File: config.mk
export PLATFORM = sky130hd
export DESIGN_NAME = rf_writeback_flat
export DESIGN_NICKNAME = d
export VERILOG_FILES = /design/src/rtl/rf_writeback_if.sv /design/src/rtl/rf_writeback.sv /design/src/flat_wrapper.sv
export SDC_FILE = /design/constraint.sdc
export NUM_CORES = 1
export LEC_CHECK = 0
export ABC_AREA = 1
export CAP_MARGIN = 40
export CORE_ASPECT_RATIO = 0.9
export CORE_UTILIZATION = 30
export DETAILED_ROUTE_END_ITERATION = 8
export PLACE_DENSITY = 0.62
export SLEW_MARGIN = 20
export SYNTH_ARGS = -nofsm -noshare
export SYNTH_HDL_FRONTEND = slang
export SYNTH_SLANG_ARGS = --single-unit
File: constraint.sdc
create_clock -name clk -period 6 [get_ports clk]
set_clock_uncertainty 0.15 [all_clocks]
set_input_delay 0.6 -clock clk [delete_from_list [all_inputs] [get_ports clk]]
set_output_delay 0.6 -clock clk [all_outputs]
set_load 0.05 [all_outputs]
File: src/rtl/rf_writeback_if.sv
// rf_writeback_if: issue, result and register-file-write signals of the
// RISC-16 writeback block.
//   issue_valid/issue_instr/issue_pc : instruction offered for issue
//   issue_stall                      : combinational; the offered issue is not taken
//   alu_valid/alu_result             : ALU result strobe (one pulse per result)
//   mem_valid/mem_data               : load-return strobe
//   rf_we/rf_waddr/rf_wdata          : registered register-file write port
//   busy                             : per-register pending-write scoreboard
//   proto_err                        : sticky result-strobe protocol error
// Handshake: issue is taken in any cycle where issue_valid=1 and issue_stall=0;
// result strobes carry no back-pressure and must match the queue head's kind.
interface rf_writeback_if;
  logic        issue_valid;
  logic [15:0] issue_instr;
  logic [15:0] issue_pc;
  logic        issue_stall;
  logic        alu_valid;
  logic [15:0] alu_result;
  logic        mem_valid;
  logic [15:0] mem_data;
  logic        rf_we;
  logic [2:0]  rf_waddr;
  logic [15:0] rf_wdata;
  logic [7:0]  busy;
  logic        proto_err;

  modport master (
    output issue_valid, issue_instr, issue_pc, alu_valid, alu_result,
           mem_valid, mem_data,
    input  issue_stall, rf_we, rf_waddr, rf_wdata, busy, proto_err
  );

  modport slave (
    input  issue_valid, issue_instr, issue_pc, alu_valid, alu_result,
           mem_valid, mem_data,
    output issue_stall, rf_we, rf_waddr, rf_wdata, busy, proto_err
  );
endinterface

File: src/rtl/rf_writeback.sv
// rf_writeback: writer side of the 8 x 16-bit RISC-16 register file.
// Keeps an in-order queue of pending register writes, completes each from the
// ALU, the load return or its stored PC+1 (JALR), and drives the single write
// port one cycle after the completing strobe.
// Ports: clk, rst_n (async active-low), bus (rf_writeback_if.slave).
module rf_writeback #(
  parameter int DEPTH = 4,
  parameter int PTR_W = 2
) (
  input logic          clk,
  input logic          rst_n,
  rf_writeback_if.slave bus
);

  typedef enum logic [1:0] {
    SRC_ALU = 2'd0,
    SRC_MEM = 2'd1,
    SRC_PC  = 2'd2
  } src_t;

  // Queue storage; q_vld marks live entries so busy needs no pointer math.
  logic [2:0]       q_dest [DEPTH];
  src_t             q_src  [DEPTH];
  logic [15:0]      q_pc1  [DEPTH];
  logic [DEPTH-1:0] q_vld;
  logic [PTR_W:0]   wr_ptr, rd_ptr;

  logic        rf_we_q;
  logic [2:0]  rf_waddr_q;
  logic [15:0] rf_wdata_q;
  logic        proto_err_q;

  // Instruction decode.
  logic [2:0] opcode, ra, rb, rc;
  logic       writes, chk_a, chk_b, chk_c;
  src_t       enq_src;

  assign opcode = bus.issue_instr[15:13];
  assign ra     = bus.issue_instr[12:10];
  assign rb     = bus.issue_instr[9:7];
  assign rc     = bus.issue_instr[2:0];

  logic unused_instr_bits;
  assign unused_instr_bits = ^bus.issue_instr[6:3];

  always_comb begin
    writes  = 1'b0;
    chk_a   = 1'b0;
    chk_b   = 1'b0;
    chk_c   = 1'b0;
    enq_src = SRC_ALU;
    case (opcode)
      3'b000, 3'b010: begin writes = 1'b1; chk_b = 1'b1; chk_c = 1'b1; end
      3'b001:         begin writes = 1'b1; chk_b = 1'b1; end
      3'b011:         begin writes = 1'b1; end
      3'b100, 3'b110: begin chk_a = 1'b1; chk_b = 1'b1; end
      3'b101:         begin writes = 1'b1; chk_b = 1'b1; enq_src = SRC_MEM; end
      default:        begin writes = 1'b1; chk_b = 1'b1; enq_src = SRC_PC; end
    endcase
  end

  // Scoreboard: a register stays busy through the cycle its write is on the
  // port, so a dependent reader issues only after the file has captured it.
  logic [7:0] busy_v;
  always_comb begin
    busy_v = 8'd0;
    for (int i = 0; i < DEPTH; i++) begin
      if (q_vld[i]) busy_v[q_dest[i]] = 1'b1;
    end
    if (rf_we_q) busy_v[rf_waddr_q] = 1'b1;
    busy_v[0] = 1'b0;
  end

  logic empty, full, hazard, accept, enq;
  assign empty  = (wr_ptr == rd_ptr);
  assign full   = (wr_ptr[PTR_W] != rd_ptr[PTR_W]) &&
                  (wr_ptr[PTR_W-1:0] == rd_ptr[PTR_W-1:0]);
  assign hazard = (chk_a && busy_v[ra]) || (chk_b && busy_v[rb]) ||
                  (chk_c && busy_v[rc]);
  assign bus.issue_stall = bus.issue_valid && (full || hazard);
  assign accept = bus.issue_valid && !bus.issue_stall;
  assign enq    = accept && writes && (ra != 3'd0);

  // Head completion.
  logic [PTR_W-1:0] wr_idx, rd_idx;
  src_t             head_src;
  logic             pop, err;
  logic [15:0]      head_data;

  assign wr_idx   = wr_ptr[PTR_W-1:0];
  assign rd_idx   = rd_ptr[PTR_W-1:0];
  assign head_src = q_src[rd_idx];

  always_comb begin
    pop       = 1'b0;
    head_data = q_pc1[rd_idx];
    if (!empty) begin
      case (head_src)
        SRC_ALU: begin pop = bus.alu_valid; head_data = bus.alu_result; end
        SRC_MEM: begin pop = bus.mem_valid; head_data = bus.mem_data; end
        default: begin pop = 1'b1; end
      endcase
    end
  end

  // A mismatched strobe is flagged and otherwise ignored.
  assign err = (bus.alu_valid && (empty || head_src != SRC_ALU)) ||
               (bus.mem_valid && (empty || head_src != SRC_MEM));

  always_ff @(posedge clk) begin
    if (enq) begin
      q_dest[wr_idx] <= ra;
      q_src[wr_idx]  <= enq_src;
      q_pc1[wr_idx]  <= bus.issue_pc + 16'd1;
    end
  end

  always_ff @(posedge clk or negedge rst_n) begin
    if (!rst_n) begin
      q_vld       <= '0;
      wr_ptr      <= '0;
      rd_ptr      <= '0;
      rf_we_q     <= 1'b0;
      rf_waddr_q  <= 3'd0;
      rf_wdata_q  <= 16'd0;
      proto_err_q <= 1'b0;
    end else begin
      // enq and pop never share an index: that would need a full queue,
      // and a full queue refuses issue.
      if (enq) begin
        q_vld[wr_idx] <= 1'b1;
        wr_ptr        <= wr_ptr + (PTR_W+1)'(1);
      end
      if (pop) begin
        q_vld[rd_idx] <= 1'b0;
        rd_ptr        <= rd_ptr + (PTR_W+1)'(1);
        rf_waddr_q    <= q_dest[rd_idx];
        rf_wdata_q    <= head_data;
      end
      rf_we_q <= pop;
      if (err) proto_err_q <= 1'b1;
    end
  end

  assign bus.rf_we     = rf_we_q;
  assign bus.rf_waddr  = rf_waddr_q;
  assign bus.rf_wdata  = rf_wdata_q;
  assign bus.busy      = busy_v;
  assign bus.proto_err = proto_err_q;

endmodule

File: src/flat_wrapper.sv
// flat-port wrapper written by rule: the top's interface ports become plain ports
module rf_writeback_flat 
#(
  parameter int DEPTH = 4,
  parameter int PTR_W = 2
)
  (clk, rst_n, bus_issue_valid, bus_issue_instr, bus_issue_pc, bus_alu_valid, bus_alu_result, bus_mem_valid, bus_mem_data, bus_issue_stall, bus_rf_we, bus_rf_waddr, bus_rf_wdata, bus_busy, bus_proto_err);
  rf_writeback_if bus_i ();
  input logic clk;
  input logic rst_n;
  input wire logic [$bits(bus_i.issue_valid)-1:0] bus_issue_valid;
  input wire logic [$bits(bus_i.issue_instr)-1:0] bus_issue_instr;
  input wire logic [$bits(bus_i.issue_pc)-1:0] bus_issue_pc;
  input wire logic [$bits(bus_i.alu_valid)-1:0] bus_alu_valid;
  input wire logic [$bits(bus_i.alu_result)-1:0] bus_alu_result;
  input wire logic [$bits(bus_i.mem_valid)-1:0] bus_mem_valid;
  input wire logic [$bits(bus_i.mem_data)-1:0] bus_mem_data;
  output wire logic [$bits(bus_i.issue_stall)-1:0] bus_issue_stall;
  output wire logic [$bits(bus_i.rf_we)-1:0] bus_rf_we;
  output wire logic [$bits(bus_i.rf_waddr)-1:0] bus_rf_waddr;
  output wire logic [$bits(bus_i.rf_wdata)-1:0] bus_rf_wdata;
  output wire logic [$bits(bus_i.busy)-1:0] bus_busy;
  output wire logic [$bits(bus_i.proto_err)-1:0] bus_proto_err;
  assign bus_i.issue_valid = bus_issue_valid;
  assign bus_i.issue_instr = bus_issue_instr;
  assign bus_i.issue_pc = bus_issue_pc;
  assign bus_i.alu_valid = bus_alu_valid;
  assign bus_i.alu_result = bus_alu_result;
  assign bus_i.mem_valid = bus_mem_valid;
  assign bus_i.mem_data = bus_mem_data;
  assign bus_issue_stall = bus_i.issue_stall;
  assign bus_rf_we = bus_i.rf_we;
  assign bus_rf_waddr = bus_i.rf_waddr;
  assign bus_rf_wdata = bus_i.rf_wdata;
  assign bus_busy = bus_i.busy;
  assign bus_proto_err = bus_i.proto_err;
  rf_writeback #(.DEPTH(DEPTH), .PTR_W(PTR_W)) u_core (.clk(clk), .rst_n(rst_n), .bus(bus_i));
endmodule
==> reports/qor.csv, run 1 <==
metric,value,unit
crit_start,u_core.rd_ptr[0],
max_freq,0.248,GHz
netlist_area,0.00590,mm²
first_pass_iters,5,
placement.io_buffers,93,
post-place-ws,2.25,ns
async_flop_share,27.0,%
synth_commonest_cells,"151 x nand2_1, 87 x nor2_1, 84 x edfxtp_1, 60 x inv_1, 40 x nand3_1",
h-tree-depth,4,
ir_worst_vdd,228,µV
layout_setup_ws,1.97,ns
grt.total_usage,15.1,%
path_cells,buf_4 > inv_2 > nand2_1 > nand4_1 > nor2_1 > a21oi_2 > and2_4 > nor2_1 > clkdlybuf4s50_1,
grt_pass1_wl,23100,µm
synth_cell_type_count,36,
antenna_cells,0,
final_hold_viol_count,0,
cts_resized,0,
critical_path_required,5.25,ns
hold_buffers,0,
synth_edf_count,84,
tns,0,ns
maxCapViolCount,0,
syn_inst,647,
initial_core_util,30.7,%
holdCritPathClass,reg -> reg,
ant_nets,0,
row_count,48,
ys.warnings.count,0,
first_iter_violations,297,
cp-start-kind,flip-flop,
area_growth_syn_to_layout,30.7,%
hold_start,u_core.bus.rf_wdata[15],
die_area,0.0202,mm²
cp_max_fo,48,
synth_nets,725,
grt_pass1_vias,4486,
synth.most_common_cell,nand2_1,
r2r_setup_slack,2.73,ns
outcome,completed,
slew_violations,0,
io_pins,99,
r2r-start,u_core.rd_ptr[0],
power_per_cell_area,524,mW/mm²
nets,825,
synth.avg_cell_area,9.11,µm²
die_x,150,µm
overflow,0,
drt_wl_total,14600,µm
vias,4648,
crit_top_cell,nor2_1,
rsz0062_at_grt,false,
insertion_delay,0.42,ns
cts_buffers,17,
fin_crit_sh,67.2,%
die_h,135,µm
place_congestion,0.835,
dp_hpwl,10300,µm
antenna_found_initial,0,
clk_pin_slew,0.05,ns
post-cts-setup-buffers,0,
end_kind,output port,
worst_path_max_delay_cell,clkdlybuf4s50_1,
max_stage_delay,0.81,ns
wl_per_cell,14.5,µm
synthFlopType,edfxtp_1,
cts_sinks,115,
cts_root_buf,clkbuf_16,
drc,0,
slew_headroom,47.3,%
worst_slew_pin_slew,0.789,ns
ys_seq_area_share,55.9,%
period_minus_slack,4.03,ns
tritoncts,built,
ys_seq_elements,115,
coreArea,0.0192,mm²
finalSetupViolCount,0,
grt_start_max_net_pins,49,
critPathKind,reg -> out,
yosysTopAreaCell,edfxtp_1,
synth_area_leaders,"edfxtp_1 43%, dfrtp_1 13%, nand2_1 9.6%",
finalPower,0.00403,W
leakage,3.22,nW
yosysTopAreaCellShare,42.8,%
clockBufferDepth,2,
drive_gt1_share,9.61,%
via_per_inst,4.60,
cp.arrival,3.28,ns
-- state kept, by name, indices dropped and copies added (netlist names) --
| register | count |
|---|---|
| u_core.bus.proto_err | 1 |
| u_core.bus.rf_waddr | 3 |
| u_core.bus.rf_wdata | 16 |
| u_core.bus.rf_we | 1 |
| u_core.q_dest | 12 |
| u_core.q_pc1 | 64 |
| u_core.q_src | 8 |
| u_core.q_vld | 4 |
| u_core.rd_ptr | 3 |
| u_core.wr_ptr | 3 |
-- layout by cell type, fill, tap and decap left out, types with 7 or more instances in the layout --
| cell type | netlist | routed |
|---|---|---|
| o22ai_1 | 16 | 16 |
| o21ai_0 | 39 | 39 |
| clkdlybuf4s50_1 | 0 | 93 |
| xor2_1 | 17 | 17 |
| o21a_1 | 12 | 12 |
| nand2_1 | 151 | 151 |
| clkbuf_16 | 0 | 17 |
| dfrtp_1 | 31 | 31 |
| a21oi_1 | 21 | 21 |
| nor2_2 | 7 | 7 |
| inv_2 | 10 | 10 |
| inv_1 | 60 | 60 |
| ha_1 | 9 | 9 |
| nor2_1 | 87 | 87 |
| nand4_1 | 14 | 14 |
| edfxtp_1 | 84 | 84 |
| nand3_1 | 40 | 40 |
-- cell families (layout without fill, tap and decap cells) --
group                    Yosys count  in the layout  share of synthesized area [%]
adder cells (fa/ha/maj)            9              9                           1.91
other                              1              1                         0.0636
XOR/XNOR                          18             18                           2.67
buffers and inverters             91            204                           6.58
AND/OR/NAND/NOR                  317            317                           23.3
AO/OA/AOI/OAI                     96             96                           9.57
flip-flops                       115            115                           55.9
-- power breakdown --
group          total [W]  internal [W]  switching [W]
combinational    0.00191      0.000623        0.00128
clock            0.00101      0.000622       0.000384
sequential       0.00112       0.00103      0.0000944
total            0.00403       0.00227        0.00176
-- per-layer routing --
| metal | global-route usage (%) | wire length [µm] |
|---|---|---|
| met1 | 20.4 | 6880 |
| met5 | 0 | 0 |
| met2 | 23.7 | 6680 |
| met3 | 3.24 | 898 |
| met4 | 5.39 | 155 |
-- final cells by class --
type,count,area [µm²]
inverters,71,269
clock inverters,15,171
multi-input cells,441,2210
well taps,250,313
clock buffers,17,425
flip-flops and latches,115,3300
repair buffers,101,1020
fillers,1899,11500
-- critical path: cells and delay by family, from the launching register on --
family	cells	cell delay (ns)
compound gates	1	0.09
buf+inv	3	1.65
flops	1	0.33
simple gates	5	0.77
-- worst paths after layout --
kind	endpoint	depth (start not counted)
min reg2reg	u_core.bus.rf_wdata[15]	2
min	u_core.bus.rf_wdata[15]	2
min in group asynchronous	u_core.bus.rf_wdata[13]	2
max reg2reg	u_core.bus.rf_wdata[3]	12
max in group asynchronous	u_core.rd_ptr[2]	2
max	bus_issue_stall	9
-- stage by stage --
step	hold WS (ns)	util, %	instance area, µm²	cells
after floorplan	0.154	-	5900	647
after global placement	0.312	36.7	7040	973
after detailed placement	0.314	37.0	7110	978
after CTS	0.330	40.1	7710	1010
after global routing	0.361	40.1	7710	1010
final	0.328	40.1	7710	1010
(Power assumes the default switching activity.)
==> run 2, diff against run 1 <==
Settings changed: PLACE_DENSITY 0.62 to 0.64.
Clock period 6 ns to 3.6 ns, I/O delays scaled along.
==> run 2 against run 1 <==
  * Die area unchanged
  * Core utilization up 0.052 points
  * Largest cell class unchanged
  * Clock-buffer cell count is 5 higher
  * Routed wire length shrank 0.50%
  * Cell count grew 0.30%
  * Non-clock buffer count increased by 3
  * Via count hardly changed
  * First-iteration DRC count grew 20%
  * Total power grew 67%
  * Global-route usage grew 0.22 points
  * Worst setup slack worse by 1.3 ns
==> reports/qor.csv, run 2 (same netlist as run 1, synthesis figures left out) <==
metric,value,unit,change
fin_crit_sh,81.0,%,
power_frac_comb,47.0,%,was 47.2%
crit_top_cell,nand2_1,,was nor2_1
post-cts-setup-buffers,0,,unchanged
nets,828,,was 825
overflow,0,,unchanged
first_pass_iters,5,,unchanged
slew_violations,0,,unchanged
cp_max_fo,5,,was 48
finalPower,0.00674,W,was 0.00403 W
h-tree-depth,4,,unchanged
row_count,48,,unchanged
p_sw_share,42.5,%,was 43.7%
critPathBufInv,3,,unchanged
finalSetupViolCount,0,,unchanged
worst_path_max_delay_cell,edfxtp_1,,was clkdlybuf4s50_1
internal-power,0.00388,W,was 0.00227 W
initial_core_util,30.7,%,unchanged
outcome,completed,,unchanged
power.clock.fraction,24.8,%,was 24.9%
die_x,150,µm,unchanged
ant_nets,0,,unchanged
leakage,3.22,nW,about the same
grt.total_usage,15.3,%,was 15.1%
grt_pass1_wl,23500,µm,"was 23,100 µm"
top_register,u_core.q_pc1,,unchanged
die_area,0.0202,mm²,unchanged
ir_worst_vdd,324,µV,was 228 µV
clk_pin_slew,0.06,ns,was 0.05 ns
cts_resized,0,,unchanged
cts_buffers,17,,unchanged
insertion_delay,0.41,ns,was 0.42 ns
dp_hpwl,10300,µm,about the same
drt_wl_total,14500,µm,"was 14,600 µm"
coreArea,0.0192,mm²,unchanged
clockBufferDepth,2,,unchanged
end_kind,output port,,unchanged
r2r-start,u_core.q_dest[3][0],,was u_core.rd_ptr[0]
critical_path_required,3.09,ns,was 5.25 ns
antenna_found_initial,0,,unchanged
cts_sinks,115,,unchanged
cp.arrival,2.41,ns,was 3.28 ns
crit_family,simple AND/OR/NAND/NOR gates,,was buffers and inverters
via_per_inst,4.58,,was 4.60
tns,0,ns,unchanged
grt_start_max_net_pins,38,,was 49
dp_cells,981,,was 978
period_minus_slack,2.92,ns,
max_freq,0.343,GHz,
slew_headroom,65.7,%,was 47.3%
switchingPower,0.00286,W,was 0.00176 W
instances_no_fill,1013,,"was 1,010"
place_congestion,0.870,,was 0.835
cp-start-kind,flip-flop,,unchanged
final_common_cell,nand2_1,,unchanged
die_h,135,µm,unchanged
fillers,1895,,"was 1,899"
first_iter_violations,357,,was 297
drc,0,,unchanged
placement.io_buffers,93,,unchanged
worst_slew_pin_slew,0.513,ns,was 0.789 ns
sequentialPowerShare,28.1,%,was 27.8%
vias,4644,,"was 4,648"
wl_per_cell,14.4,µm,was 14.5 µm
final_cell_mix,"151 x nand2_1, 92 x clkdlybuf4s50_1, 87 x nor2_1",,"was 151 x nand2_1, 93 x clkdlybuf4s50_1, 87 x nor2_1"
tritoncts,built,,unchanged
final_hold_viol_count,0,,unchanged
critPathKind,reg -> out,,unchanged
power_per_cell_area,874,mW/mm²,was 524 mW/mm²
holdCritPathClass,in -> async,,was reg -> reg
crit_start,u_core.q_dest[3][0],,was u_core.rd_ptr[0]
rsz0062_at_grt,false,,unchanged
area_growth_syn_to_layout,30.9,%,was 30.7%
io_pins,99,,unchanged
drive_gt1_share,9.57,%,was 9.61%
largest_register_ffs,64,,unchanged
layout_setup_ws,0.684,ns,was 1.97 ns
post-place-ws,0.669,ns,was 2.25 ns
cts_root_buf,clkbuf_16,,unchanged
path_cells,nand2_1 > inv_1 > nand2_1 > nand2_1 > nor2_1 > nand2_1 > nand2_1 > nand3_1 > nand2_1 > inv_1 > a21oi_2 > and2_4 > nor2_1 > buf_12,,was buf_4 > inv_2 > nand2_1 > nand4_1 > nor2_1 > a21oi_2 > and2_4 > nor2_1 > clkdlybuf4s50_1
antenna_cells,0,,unchanged
hold_buffers,0,,unchanged
max_stage_delay,0.46,ns,was 0.81 ns
maxCapViolCount,0,,unchanged
grt_pass1_vias,4547,,"was 4,486"
==> run 2: changes by cell type in the layout (fill, tap and decap cells not counted), moves of 2 or more <==
| cell | previous run | this run |
|---|---|---|
| buf_12 | 0 | 2 |
| buf_4 | 3 | 10 |
| buf_8 | 4 | 0 |
| clkbuf_1 | 0 | 4 |
| clkinv_2 | 1 | 3 |
| clkinv_4 | 2 | 0 |
| inv_6 | 5 | 0 |
| inv_8 | 2 | 0 |
==> run 2: through the flow <==
step	hold WS, ns	cell area (µm²)	util [%]
2_1_floorplan	-0.0856	5900	-
3_3_place_gp	0.307	7130	37.1
3_5_place_dp	0.315	7130	37.1
4_1_cts	0.211	7720	40.1
5_1_grt	0.238	7720	40.1
6_report	0.208	7720	40.1
==> run 2: cell type report <==
cell class              instances  area [µm²]  area share [%]
flip-flops and latches        115        3300            42.7
multi-input cells             441        2210            28.7
repair buffers                104        1040            13.4
clock buffers                  22         454            5.89
well taps                     250         313            4.05
inverters                      71         269            3.49
clock inverters                10         135            1.75
==> run 2: layer usage <==
layer | GRT usage, % | share of wire, % | wire [µm] | vias to the layer above
met4 | 5.44 | 1.2 | 174 | 0
met3 | 3.55 | 5.1 | 743 | 14
li1 | - | - | - | 2361
met5 | 0 | 0 | 0 | -
met2 | 23.4 | 46 | 6660 | 120
met1 | 21.1 | 48 | 6970 | 2149
==> run 2: final timing paths <==
path / depth (start not counted) / to / slack, ns
max in group asynchronous: 2 / u_core.q_vld[2] / 2.76
min in group clk: 2 / u_core.bus.proto_err / 0.33
hold reg to reg: 2 / u_core.bus.proto_err / 0.33
setup reg to reg: 14 / u_core.q_dest[0][2] / 0.83
hold / removal: 2 / u_core.bus.rf_wdata[11] / 0.21
setup / recovery: 14 / bus_issue_stall / 0.68
==> run 2: power by group through the flow <==
stage / Combinational (W) / Sequential, W / Clock, W
2_1_floorplan: 0.00194 / 0.00228 / 0
3_3_place_gp: 0.00316 / 0.00191 / 0
3_5_place_dp: 0.00320 / 0.00192 / 0
4_1_cts: 0.00321 / 0.00190 / 0.00170
5_1_grt: 0.00352 / 0.00193 / 0.00176
6_report: 0.00317 / 0.00190 / 0.00167
==> run 3, diff against run 2 <==
Settings changed: PLACE_DENSITY 0.64 to 0.62.
Clock period 3.6 ns to 2.7 ns, I/O delays scaled along.
==> run 3 against run 2 <==
  * Design area up 5.5%
  * Critical path depth increased by 1
  * Total power up 38%
  * Routed wire length grew 4.7%
  * Worst hold slack got worse by 0.083 ns
  * Sequential share of layout area down 2.2 points
  * Flip-flop and latch count unchanged
  * Clock power grew 35%
  * Core utilization grew 2.2 points
  * Sequential power grew 33%
  * Global-route usage fell by 0.14 points
  * Critical path type is now reg -> reg
  * Critical endpoint is now u_core.q_pc1[2][11]
==> reports/qor.csv, run 3 (same netlist as run 1, synthesis figures left out) <==
metric,value,unit,change
outcome,completed,,unchanged
first_pass_iters,7,,was 5
final_cell_mix,"139 x nand2_1, 89 x clkdlybuf4s50_1, 84 x edfxtp_1",,"was 151 x nand2_1, 92 x clkdlybuf4s50_1, 87 x nor2_1"
grt_pass1_wl,23300,µm,"was 23,500 µm"
initial_core_util,30.7,%,unchanged
fin_hold_ws,0.125,ns,was 0.208 ns
cts_buffers,17,,unchanged
via_per_inst,4.65,,was 4.58
maxCapViolCount,0,,unchanged
holdCritPathClass,in -> async,,unchanged
cts_sinks,115,,unchanged
cts_root_buf,clkbuf_16,,unchanged
grt_pass1_vias,4511,,"was 4,547"
finalPower,0.00928,W,was 0.00674 W
period_minus_slack,2.66,ns,
ir_worst_vdd,467,µV,was 324 µV
dp_hpwl,10900,µm,"was 10,300 µm"
grt_start_max_net_pins,38,,unchanged
clk_pin_slew,0.06,ns,about the same
critPathKind,reg -> reg,,was reg -> out
drt_wl_total,15200,µm,"was 14,500 µm"
drc,0,,unchanged
antenna_found_initial,0,,unchanged
rsz0062_at_grt,true,,was false
slew_headroom,65.1,%,was 65.7%
place_congestion,0.866,,was 0.870
wl_per_cell,14.7,µm,was 14.4 µm
cp.arrival,2.63,ns,was 2.41 ns
cp-start-kind,flip-flop,,unchanged
finalSetupViolCount,0,,unchanged
top_register,u_core.q_pc1,,unchanged
hold_buffers,0,,unchanged
coreArea,0.0192,mm²,unchanged
tritoncts,built,,unchanged
overflow,0,,unchanged
io_pins,99,,unchanged
end_kind,flip-flop,,was output port
slew_violations,0,,unchanged
worst_slew_pin_slew,0.522,ns,was 0.513 ns
fin_crit_sh,98.4,%,
antenna_cells,0,,unchanged
area_growth_syn_to_layout,38.1,%,was 30.9%
ant_nets,0,,unchanged
cp_max_fo,8,,was 5
first_iter_violations,275,,was 357
insertion_delay,0.41,ns,about the same
die_x,150,µm,unchanged
critical_path_required,2.68,ns,was 3.09 ns
final_common_cell,nand2_1,,unchanged
final_hold_viol_count,0,,unchanged
vias,4827,,"was 4,644"
grt.total_usage,15.1,%,was 15.3%
die_area,0.0202,mm²,unchanged
max_freq,0.377,GHz,
tns,0,ns,unchanged
drive_gt1_share,17.5,%,was 9.57%
die_h,135,µm,unchanged
leakage,3.40,nW,was 3.22 nW
r2r_cells,15,,was 14
h-tree-depth,4,,unchanged
row_count,48,,unchanged
placement.io_buffers,93,,unchanged
nets,852,,was 828
largest_register_ffs,64,,unchanged
clockBufferDepth,2,,unchanged
power_per_cell_area,1140,mW/mm²,was 874 mW/mm²
==> run 3: worst paths after layout <==
| kind | startpoint | slack (ns) | to |
|---|---|---|---|
| max in group asynchronous | rst_n | 1.91 | u_core.bus.rf_we |
| hold / removal | rst_n | 0.12 | u_core.q_vld[2] |
| setup reg to reg | u_core.q_dest[0][1] | 0.04 | u_core.q_pc1[2][11] |
| hold reg to reg | u_core.bus.proto_err | 0.33 | u_core.bus.proto_err |
| min in group clk | u_core.bus.proto_err | 0.33 | u_core.bus.proto_err |
| setup / recovery | u_core.q_dest[0][1] | 0.04 | u_core.q_pc1[2][11] |
==> run 3: final cells by class <==
cell class                      instances  area (µm²)
Clock buffer                           17         425
Tap cell                              250         313
Sequential cell                       115        3300
Inverter                               71         284
Multi-Input combinational cell        441        2320
Timing Repair Buffer                  128        1310
Clock inverter                         15         181
Fill cell                            1887       11100
==> run 3: worst max-delay path: stages (launching register included) <==
cell	delay (ns)
edfxtp_1	0.48
nand2_2	0.11
inv_2	0.04
nand2_2	0.05
nand2_2	0.06
nor2_4	0.17
nand3_2	0.08
nand3_2	0.08
nand2_2	0.05
nor2_2	0.10
nor2_2	0.06
nor2_2	0.14
buf_6	0.12
nand4_1	0.21
clkinvlp_4	0.25
clkbuf_16	0.18
==> run 3: timing repair <==
| action | CTS | global route |
|---|---|---|
| gates cloned | 0 | 1 |
| buffers inserted | 4 | 6 |
| setup endpoints to repair | 1 | 86 |
| gates resized for setup | 5 | 35 |
| hold endpoints to repair | 0 | 0 |
| pin swaps | 2 | 5 |
==> run 3: per-stage QoR <==
step	instances	worst slack [ns]	utilization, %	cell area, µm²
finish	1037	0.0444	42.4	8140
global route	1037	-0.117	42.4	8140
CTS	1030	0.00492	41.4	7970
detailed placement	994	-0.0265	38.0	7310
global placement	994	0.0374	38.0	7310
floorplan	647	0.00236	-	5920
==> run 3: routing by layer <==
layer	vias to the layer above	part of all wire (%)	global-route usage (%)
met5	-	0	0
met3	15	6.4	3.21
met2	137	46	23.4
li1	2413	-	-
met1	2262	46	20.9
met4	0	1.2	5.50
==> run 3: report_power, final <==
group          switching (W)  leakage [nW]  internal, W
combinational        0.00293          1.99      0.00158
sequential          0.000229          1.13      0.00229
clock               0.000801         0.286      0.00145
